### config.mk
export PLATFORM = sky130hd
export DESIGN_NAME = demux_frame_driver
export DESIGN_NICKNAME = d
export VERILOG_FILES = /design/src/rtl/demux_frame_driver.sv
export SDC_FILE = /design/constraint.sdc
export NUM_CORES = 1
export LEC_CHECK = 0
export ABC_AREA = 1
export BUFFER_PORTS_ARGS = -buffer_cell sky130_fd_sc_hd__buf_4
export CAP_MARGIN = 25
export CORE_ASPECT_RATIO = 1.75
export CORE_MARGIN = 4
export CORE_UTILIZATION = 40
export CTS_CLUSTER_SIZE = 10
export DETAILED_ROUTE_END_ITERATION = 12
export PLACE_DENSITY = 0.71
export SYNTH_ARGS = -nofsm -noshare
export SYNTH_HDL_FRONTEND = slang
export SYNTH_SLANG_ARGS = --single-unit
### constraint.sdc
create_clock -name Clock_In -period 3.5 [get_ports Clock_In]
set_input_delay 0.7 -clock Clock_In [delete_from_list [all_inputs] [get_ports Clock_In]]
set_output_delay 0.7 -clock Clock_In [all_outputs]
set_load 0.01 [all_outputs]
### src/rtl/demux_frame_driver.sv
// -----------------------------------------------------------------------------
// demux_frame_driver
//
// Upstream feeder for a 1:2 demultiplexer. A parallel word and its destination
// channel are accepted over a valid/ready handshake, then serialized one bit
// per clock onto Data_Out while Enable_Out is high and Select_Out holds the
// captured channel. A programmable idle gap (Enable_Out low) separates frames.
//
// Optional build macro:
//   DEMUX_FRAME_DRIVER_PARITY_EN - append one even-parity bit (XOR of all data
//                                  bits) as an extra final enabled cycle.
//
// Parameters:
//   DATA_WIDTH  bits per word (2..32)
//   GAP_CYCLES  idle cycles between frames (0 = no gap)
//   MSB_FIRST   0 = LSB shifted first, 1 = MSB shifted first
//
// Ports:
//   Clock_In    clock, all state changes on the rising edge
//   Reset_In    asynchronous active-high reset
//   Data_In     parallel word to send
//   Channel_In  destination channel (0 = Data_0 path, 1 = Data_1 path)
//   Valid_In    Data_In / Channel_In are valid
//   Ready_Out   block can accept a word this cycle
//   Enable_Out  demultiplexer enable
//   Select_Out  demultiplexer select (constant while Enable_Out is high)
//   Data_Out    serial bit to the demultiplexer data input
//   Busy_Out    high from word acceptance until the gap completes
//   Done_Out    one-cycle pulse after the last bit of a frame
// -----------------------------------------------------------------------------
module demux_frame_driver #(
    parameter int DATA_WIDTH = 8,
    parameter int GAP_CYCLES = 1,
    parameter int MSB_FIRST  = 0
) (
    input  logic                  Clock_In,
    input  logic                  Reset_In,
    input  logic [DATA_WIDTH-1:0] Data_In,
    input  logic                  Channel_In,
    input  logic                  Valid_In,
    output logic                  Ready_Out,
    output logic                  Enable_Out,
    output logic                  Select_Out,
    output logic                  Data_Out,
    output logic                  Busy_Out,
    output logic                  Done_Out
);

`ifdef DEMUX_FRAME_DRIVER_PARITY_EN
    localparam int PARITY_BITS = 1;
`else
    localparam int PARITY_BITS = 0;
`endif

    localparam int FRAME_LEN = DATA_WIDTH + PARITY_BITS;
    localparam int CNT_W     = $clog2(FRAME_LEN);
    localparam int GAP_W     = $clog2(GAP_CYCLES + 2);

    localparam logic [CNT_W-1:0] LAST_CNT = CNT_W'(FRAME_LEN - 1);
    // Gap counter counts down to zero, so it is loaded with GAP_CYCLES-1.
    localparam logic [GAP_W-1:0] GAP_LOAD = (GAP_CYCLES > 0) ? GAP_W'(GAP_CYCLES - 1) : '0;

    typedef enum logic [1:0] {
        IDLE  = 2'd0,
        SHIFT = 2'd1,
        GAP   = 2'd2
    } state_t;

    state_t                  state_reg,   state_next;
    logic [DATA_WIDTH-1:0]   shift_reg,   shift_next;
    logic [CNT_W-1:0]        bit_cnt_reg, bit_cnt_next;
    logic [GAP_W-1:0]        gap_cnt_reg, gap_cnt_next;
    logic                    ready_reg,   ready_next;
    logic                    enable_reg,  enable_next;
    logic                    select_reg,  select_next;
    logic                    data_reg,    data_next;
    logic                    busy_reg,    busy_next;
    logic                    done_reg,    done_next;
`ifdef DEMUX_FRAME_DRIVER_PARITY_EN
    logic                    parity_reg,  parity_next;
`endif

    // Reorder the incoming word so that transmission order is always bit 0
    // first; the shifter then only ever shifts right regardless of MSB_FIRST.
    logic [DATA_WIDTH-1:0] ordered_in;

    for (genvar gi = 0; gi < DATA_WIDTH; gi++) begin : g_order
        if (MSB_FIRST != 0) begin : g_msb
            assign ordered_in[gi] = Data_In[DATA_WIDTH-1-gi];
        end else begin : g_lsb
            assign ordered_in[gi] = Data_In[gi];
        end
    end

    always_ff @(posedge Clock_In or posedge Reset_In) begin
        if (Reset_In) begin
            state_reg   <= IDLE;
            shift_reg   <= '0;
            bit_cnt_reg <= '0;
            gap_cnt_reg <= '0;
            ready_reg   <= 1'b0;
            enable_reg  <= 1'b0;
            select_reg  <= 1'b0;
            data_reg    <= 1'b0;
            busy_reg    <= 1'b0;
            done_reg    <= 1'b0;
`ifdef DEMUX_FRAME_DRIVER_PARITY_EN
            parity_reg  <= 1'b0;
`endif
        end else begin
            state_reg   <= state_next;
            shift_reg   <= shift_next;
            bit_cnt_reg <= bit_cnt_next;
            gap_cnt_reg <= gap_cnt_next;
            ready_reg   <= ready_next;
            enable_reg  <= enable_next;
            select_reg  <= select_next;
            data_reg    <= data_next;
            busy_reg    <= busy_next;
            done_reg    <= done_next;
`ifdef DEMUX_FRAME_DRIVER_PARITY_EN
            parity_reg  <= parity_next;
`endif
        end
    end

    always_comb begin
        state_next   = state_reg;
        shift_next   = shift_reg;
        bit_cnt_next = bit_cnt_reg;
        gap_cnt_next = gap_cnt_reg;
        ready_next   = ready_reg;
        enable_next  = enable_reg;
        select_next  = select_reg;
        data_next    = data_reg;
        busy_next    = busy_reg;
        done_next    = 1'b0;
`ifdef DEMUX_FRAME_DRIVER_PARITY_EN
        parity_next  = parity_reg;
`endif

        case (state_reg)
            IDLE: begin
                ready_next  = 1'b1;
                enable_next = 1'b0;
                data_next   = 1'b0;
                busy_next   = 1'b0;
                // Handshake uses the registered Ready_Out, so the first edge
                // after reset release can never accept a word.
                if (Valid_In && ready_reg) begin
                    shift_next   = ordered_in;
                    select_next  = Channel_In;
                    bit_cnt_next = '0;
                    ready_next   = 1'b0;
                    busy_next    = 1'b1;
                    enable_next  = 1'b1;
                    data_next    = ordered_in[0];
                    state_next   = SHIFT;
`ifdef DEMUX_FRAME_DRIVER_PARITY_EN
                    parity_next  = ^Data_In;
`endif
                end
            end

            SHIFT: begin
                if (bit_cnt_reg == LAST_CNT) begin
                    enable_next  = 1'b0;
                    data_next    = 1'b0;
                    done_next    = 1'b1;
                    bit_cnt_next = '0;
                    if (GAP_CYCLES > 0) begin
                        state_next   = GAP;
                        gap_cnt_next = GAP_LOAD;
                    end else begin
                        // No gap: Ready_Out rises together with Done_Out.
                        state_next = IDLE;
                        ready_next = 1'b1;
                        busy_next  = 1'b0;
                    end
                end else begin
                    bit_cnt_next = bit_cnt_reg + 1'b1;
                    shift_next   = shift_reg >> 1;
                    data_next    = shift_reg[1];
`ifdef DEMUX_FRAME_DRIVER_PARITY_EN
                    if (bit_cnt_reg == CNT_W'(DATA_WIDTH - 1)) begin
                        data_next = parity_reg;
                    end
`endif
                end
            end

            GAP: begin
                if (gap_cnt_reg == '0) begin
                    state_next = IDLE;
                    ready_next = 1'b1;
                    busy_next  = 1'b0;
                end else begin
                    gap_cnt_next = gap_cnt_reg - 1'b1;
                end
            end

            default: begin
                state_next = IDLE;
            end
        endcase
    end

    assign Ready_Out  = ready_reg;
    assign Enable_Out = enable_reg;
    assign Select_Out = select_reg;
    assign Data_Out   = data_reg;
    assign Busy_Out   = busy_reg;
    assign Done_Out   = done_reg;

endmodule

# Word level (Yosys, flattened, before mapping)

Index checks and enable logic that the tools add are counted.

Register bits after elaboration: 21
Input port bits: 12
Logic and storage cells: 59

Add/sub/neg operators: 2
Equal/unequal tests: 8
Mux-type cells: 26
Reduce and logical (&&, ||, !) cells: 13

Operator list:

| kind                | number |
|---|---|
| $mux 8              | 2 |
| $pmux 8 s2          | 1 |
| $mux 2              | 5 |
| $ne 2x2->1 const B  | 5 |
| $mux 1              | 9 |
| $reduce_and 3->1    | 3 |
| $pmux 1 s2          | 4 |
| $reduce_and 2->1    | 4 |
| $mux 3              | 2 |
| $pmux 2 s3          | 1 |
| $pmux 3 s2          | 1 |
| $reduce_bool 2->1   | 3 |
| $logic_not 2->1     | 2 |
| $pmux 2 s2          | 1 |
| $add 3x1->3 const B | 1 |
| $eq 3x3->1 const B  | 1 |
| $eq 2x1->1 const B  | 1 |
| $eq 2x2->1 const B  | 1 |
| $sub 2x1->2 const B | 1 |
| $logic_and 1x1->1   | 1 |

# Depth between registers and ports, before layout

Depth in word-level cells: 3
Depth in mapped cells: 7

# Least setup slack after synthesis

OpenSTA, ideal clock, no wires.

Kind: register to register
Start: reg bit_cnt_reg[0]
End: reg shift_reg[1]
Arrival time: 1.244 ns
Setup slack: 2.191 ns
Stages on the path, launching flop included: 8
Buffers on the path: 0
Path through: dfrtp_1 -> ha_1 -> ha_1 -> inv_1 -> nand3_4 -> nand2_2 -> nand2_1 -> nand2_1

Longest elaborated chain between the ends: 3

Ends and longest elaborated chain:

| what                              | line | text |
|---|---|---|
| start: declaration                | 71   | `logic [CNT_W-1:0] bit_cnt_reg, bit_cnt_next;` |
| start signal: assignment          | 113  | `bit_cnt_reg <= bit_cnt_next;` |
| $eq 3x3->1                        | 166  | `if (bit_cnt_reg == LAST_CNT) begin` |
| $ne 2x2->1 (no source line)       | -    |  |
| $reduce_and 3->1 (no source line) | -    |  |
| end signal: assignment            | 112  | `shift_reg <= shift_next;` |
| end: declaration                  | 70   | `logic [DATA_WIDTH-1:0] shift_reg, shift_next;` |

Every way passes these cells.
A chain may end at the register's enable or synchronous reset.

# Worst setup path in the final report

Start: reg state_reg[0]
End: reg shift_reg[2]

Longest elaborated chain between the ends: 3
Elaborated cells on any way between the ends: 7
Those cells by class: eq/ne (3); mux (1); reduce/logical (3)

Ends and longest elaborated chain:

| what                                                             | line | text |
|---|---|---|
| start: declaration                                               | 69   | `state_t state_reg, state_next;` |
| start signal: assignment                                         | 111  | `state_reg <= state_next;` |
| $eq 2x1->1 or $logic_not 2->1 (tied branches)                    | 142  | `case (state_reg)` |
| $ne 2x2->1 (no source line) or $reduce_bool 2->1 (tied branches) | -    |  |
| $reduce_and 3->1 (no source line)                                | -    |  |

Parallel ways exist; a longest one is shown, timed or not.

==> impl_metrics.toml <==
[drt]
drt_iter0_drc = 28
drc = 0
wire_per_inst_um = 11.6
ant_nets = 0
detail_route.first_pass.iterations = 4
routed_wl_um = 1910
vias = 816
vias_per_cell = 4.95

[sta]
period_needed_ns = 1.52
setup_tns_ns = 0
finalWorstSetupSlack_ns = 1.98
fmax_ghz = 0.657
rsz0062_at_grt = "false"
min_period_over_period_pct = 43.5
slew_violations = 0
setup-violations-final = 0
finalHoldViolations = 0
worstMarginPinSlew_ns = 0.761
final.setup_skew_ns = 0.00250
slew_headroom_pct = 49.2

[place]
io_buffers = 17
gp_congestion = 0.855
place_hpwl_um = 1440
pre_cts_ws_ns = 1.98

[floorplan]
io_pins = 18
std_cell_rows = 24
initial_core_util_pct = 41.6
core_area_um2 = 2460
die_w_um = 46.2
dieArea_um2 = 3460
dieHeight_um = 74.9

[cells_and_area]
area_delta_synth_final_pct = 19.3
final_layout_size_suffix_gt1_share_pct = 25.2
largest_register_ffs = 7
fin_nets = 155
diodes = 0

[cts]
cts.sinks = 20
path_clk_slew_ns = 0.08
cts.root.buffer_cell = "clkbuf_8"
clock_latency_ns = 0.25
clock_path_buffers = 2
postCtsResizedCells = 0
cts_tree = "done"
postCtsHoldBufs = 0
numCtsBuffers = 3
htree_levels = 1
cts_setup_buffers = 0

[global_route]
grt.total_usage_pct = 13.5
grt_overflow = 0
grt_pass1_wl_um = 3480
grt_pass1_vias = 847
grt_max_degree = 21
antenna_found_initial = 0

[critical_path]
rrSetupSlack_ns = 1.98
arrival_ns = 1.67
cp-start-kind = "flop"
critPathMaxStageDelay_ns = 0.79
critPathMaxFanout = 13
r2r_end = "shift_reg[2]"
worstPathCellList = "nor2_2, nand2_2, nand2_2, nand2_1, nand2_1"
r2r_cells = 5
rr_startpoint = "state_reg[0]"
crit_type = "flop to flop"
crit_path_end_kind = "flop"
crit_required_ns = 3.65
critPathTopFamily = "flip-flops"
crit_buf_inv = 0
cp_slowest_cell = "dfrtp_1"

[hold_path]
holdCritPathClass = "flop to flop"
holdPathStages = 2
min_from = "Select_Out"
min_to = "Select_Out"

[pwr]
peakVddDrop_mv = 0.404
p_int_w = 0.000626
p_per_area_nw_per_um2 = 821
p_leak_nw = 0.690
clockPowerShare_pct = 22.8
pwr-share-comb_pct = 37.9
sw_frac_of_total_pct = 37.6
p_seq_share_pct = 39.3
switchingPower_w = 0.000377

[synth]
synth.distinct_cells = 19
seq_area_frac_synth_pct = 48.9
syn_avg_cell_area_um2 = 8.46
ys_ff_latch = 20
synthCells = 121
synth_nets = 136
yosysWarnings = 0
synthesis.area_um2 = 1020

[flow_run]
drv_cap = 0

[status]
status = "finished clean"
## cell type report
class / instances / area [um^2]
clock buffers: 3 / 41.3
clock inverters: 1 / 30.0
fillers: 240 / 1240
inverters: 13 / 51.3
multi-input cells: 85 / 438
flip-flops and latches: 20 / 500
well taps: 26 / 32.5
repair buffers: 17 / 128
## layer usage
metal / up-vias / track usage, % / routed length [um]
li1: 418 / - / -
met1: 378 / 14.2 / 761
met2: 16 / 23.6 / 1010
met3: 4 / 2.87 / 82
met4: 0 / 7.59 / 52
met5: - / 0 / 0
## worst max path at each step
stage | end | from | slack (ns) | depth (start not counted)
after floorplan | shift_reg[1] | bit_cnt_reg[0] | 2.19 | 7
after global placement | shift_reg[2] | Valid_In | 2.01 | 7
after detailed placement | shift_reg[6] | Valid_In | 1.98 | 7
after CTS | Ready_Out | Ready_Out | 1.99 | 1
after global routing | shift_reg[3] | state_reg[0] | 1.84 | 5
final | shift_reg[2] | state_reg[0] | 1.98 | 5
## logic make-up after synthesis
kind of cell	after synthesis	synth area share (%)
AND/OR/NAND/NOR	79	37.0
flip-flops	20	48.9
AO/OA/AOI/OAI	3	2.08
adder cells (fa/ha/maj)	3	3.67
buffers and inverters	16	8.31
## cells in the final DEF (no fill, tap or decap), types with 3 or more instances in the layout
master | Yosys | final
nand2_2 | 3 | 3
nor2_1 | 3 | 3
inv_1 | 10 | 10
dfrtp_1 | 20 | 20
ha_1 | 3 | 3
buf_4 | 0 | 17
clkbuf_8 | 0 | 3
nand2_1 | 45 | 45
nand3_1 | 20 | 20
## synthesized netlist by cell type (all sizes together)
library cell / instances / area [um^2]
ha: 3 / 37.5
o21ai: 2 / 13.8
nand4: 1 / 6.26
dfrtp: 20 / 500
nand3: 22 / 128
a21boi: 1 / 7.51
buf: 3 / 33.8
nor2: 7 / 46.3
nand2: 49 / 199
inv: 13 / 51.3
## power groups by stage
stage,Clock (W),Combinational [W],Sequential (W)
5_1_grt,0.000243,0.000440,0.000404
4_1_cts,0.000234,0.000385,0.000393
6_report,0.000228,0.000380,0.000394
3_5_place_dp,0,0.000382,0.000397
3_3_place_gp,0,0.000376,0.000394
2_1_floorplan,0,0.000305,0.000380
## worst register-to-register path: stages, from the launching register on
cell     delay (ns)
dfrtp_1        0.79
nor2_2         0.13
nand2_2        0.22
nand2_2        0.14
nand2_1        0.09
nand2_1        0.05
## stage by stage
step                      instances  util (%)  power (W)  area (um^2)  hold WS [ns]
after global routing            165      49.6    0.00109         1220         0.502
after global placement          161      46.7   0.000770         1150         0.458
after detailed placement        161      46.7   0.000779         1150         0.460
after floorplan                 121         -   0.000685         1020         0.446
final                           165      49.6    0.00100         1220         0.476
after CTS                       165      49.6    0.00101         1220         0.480
Power figures use the tool's default switching activity.
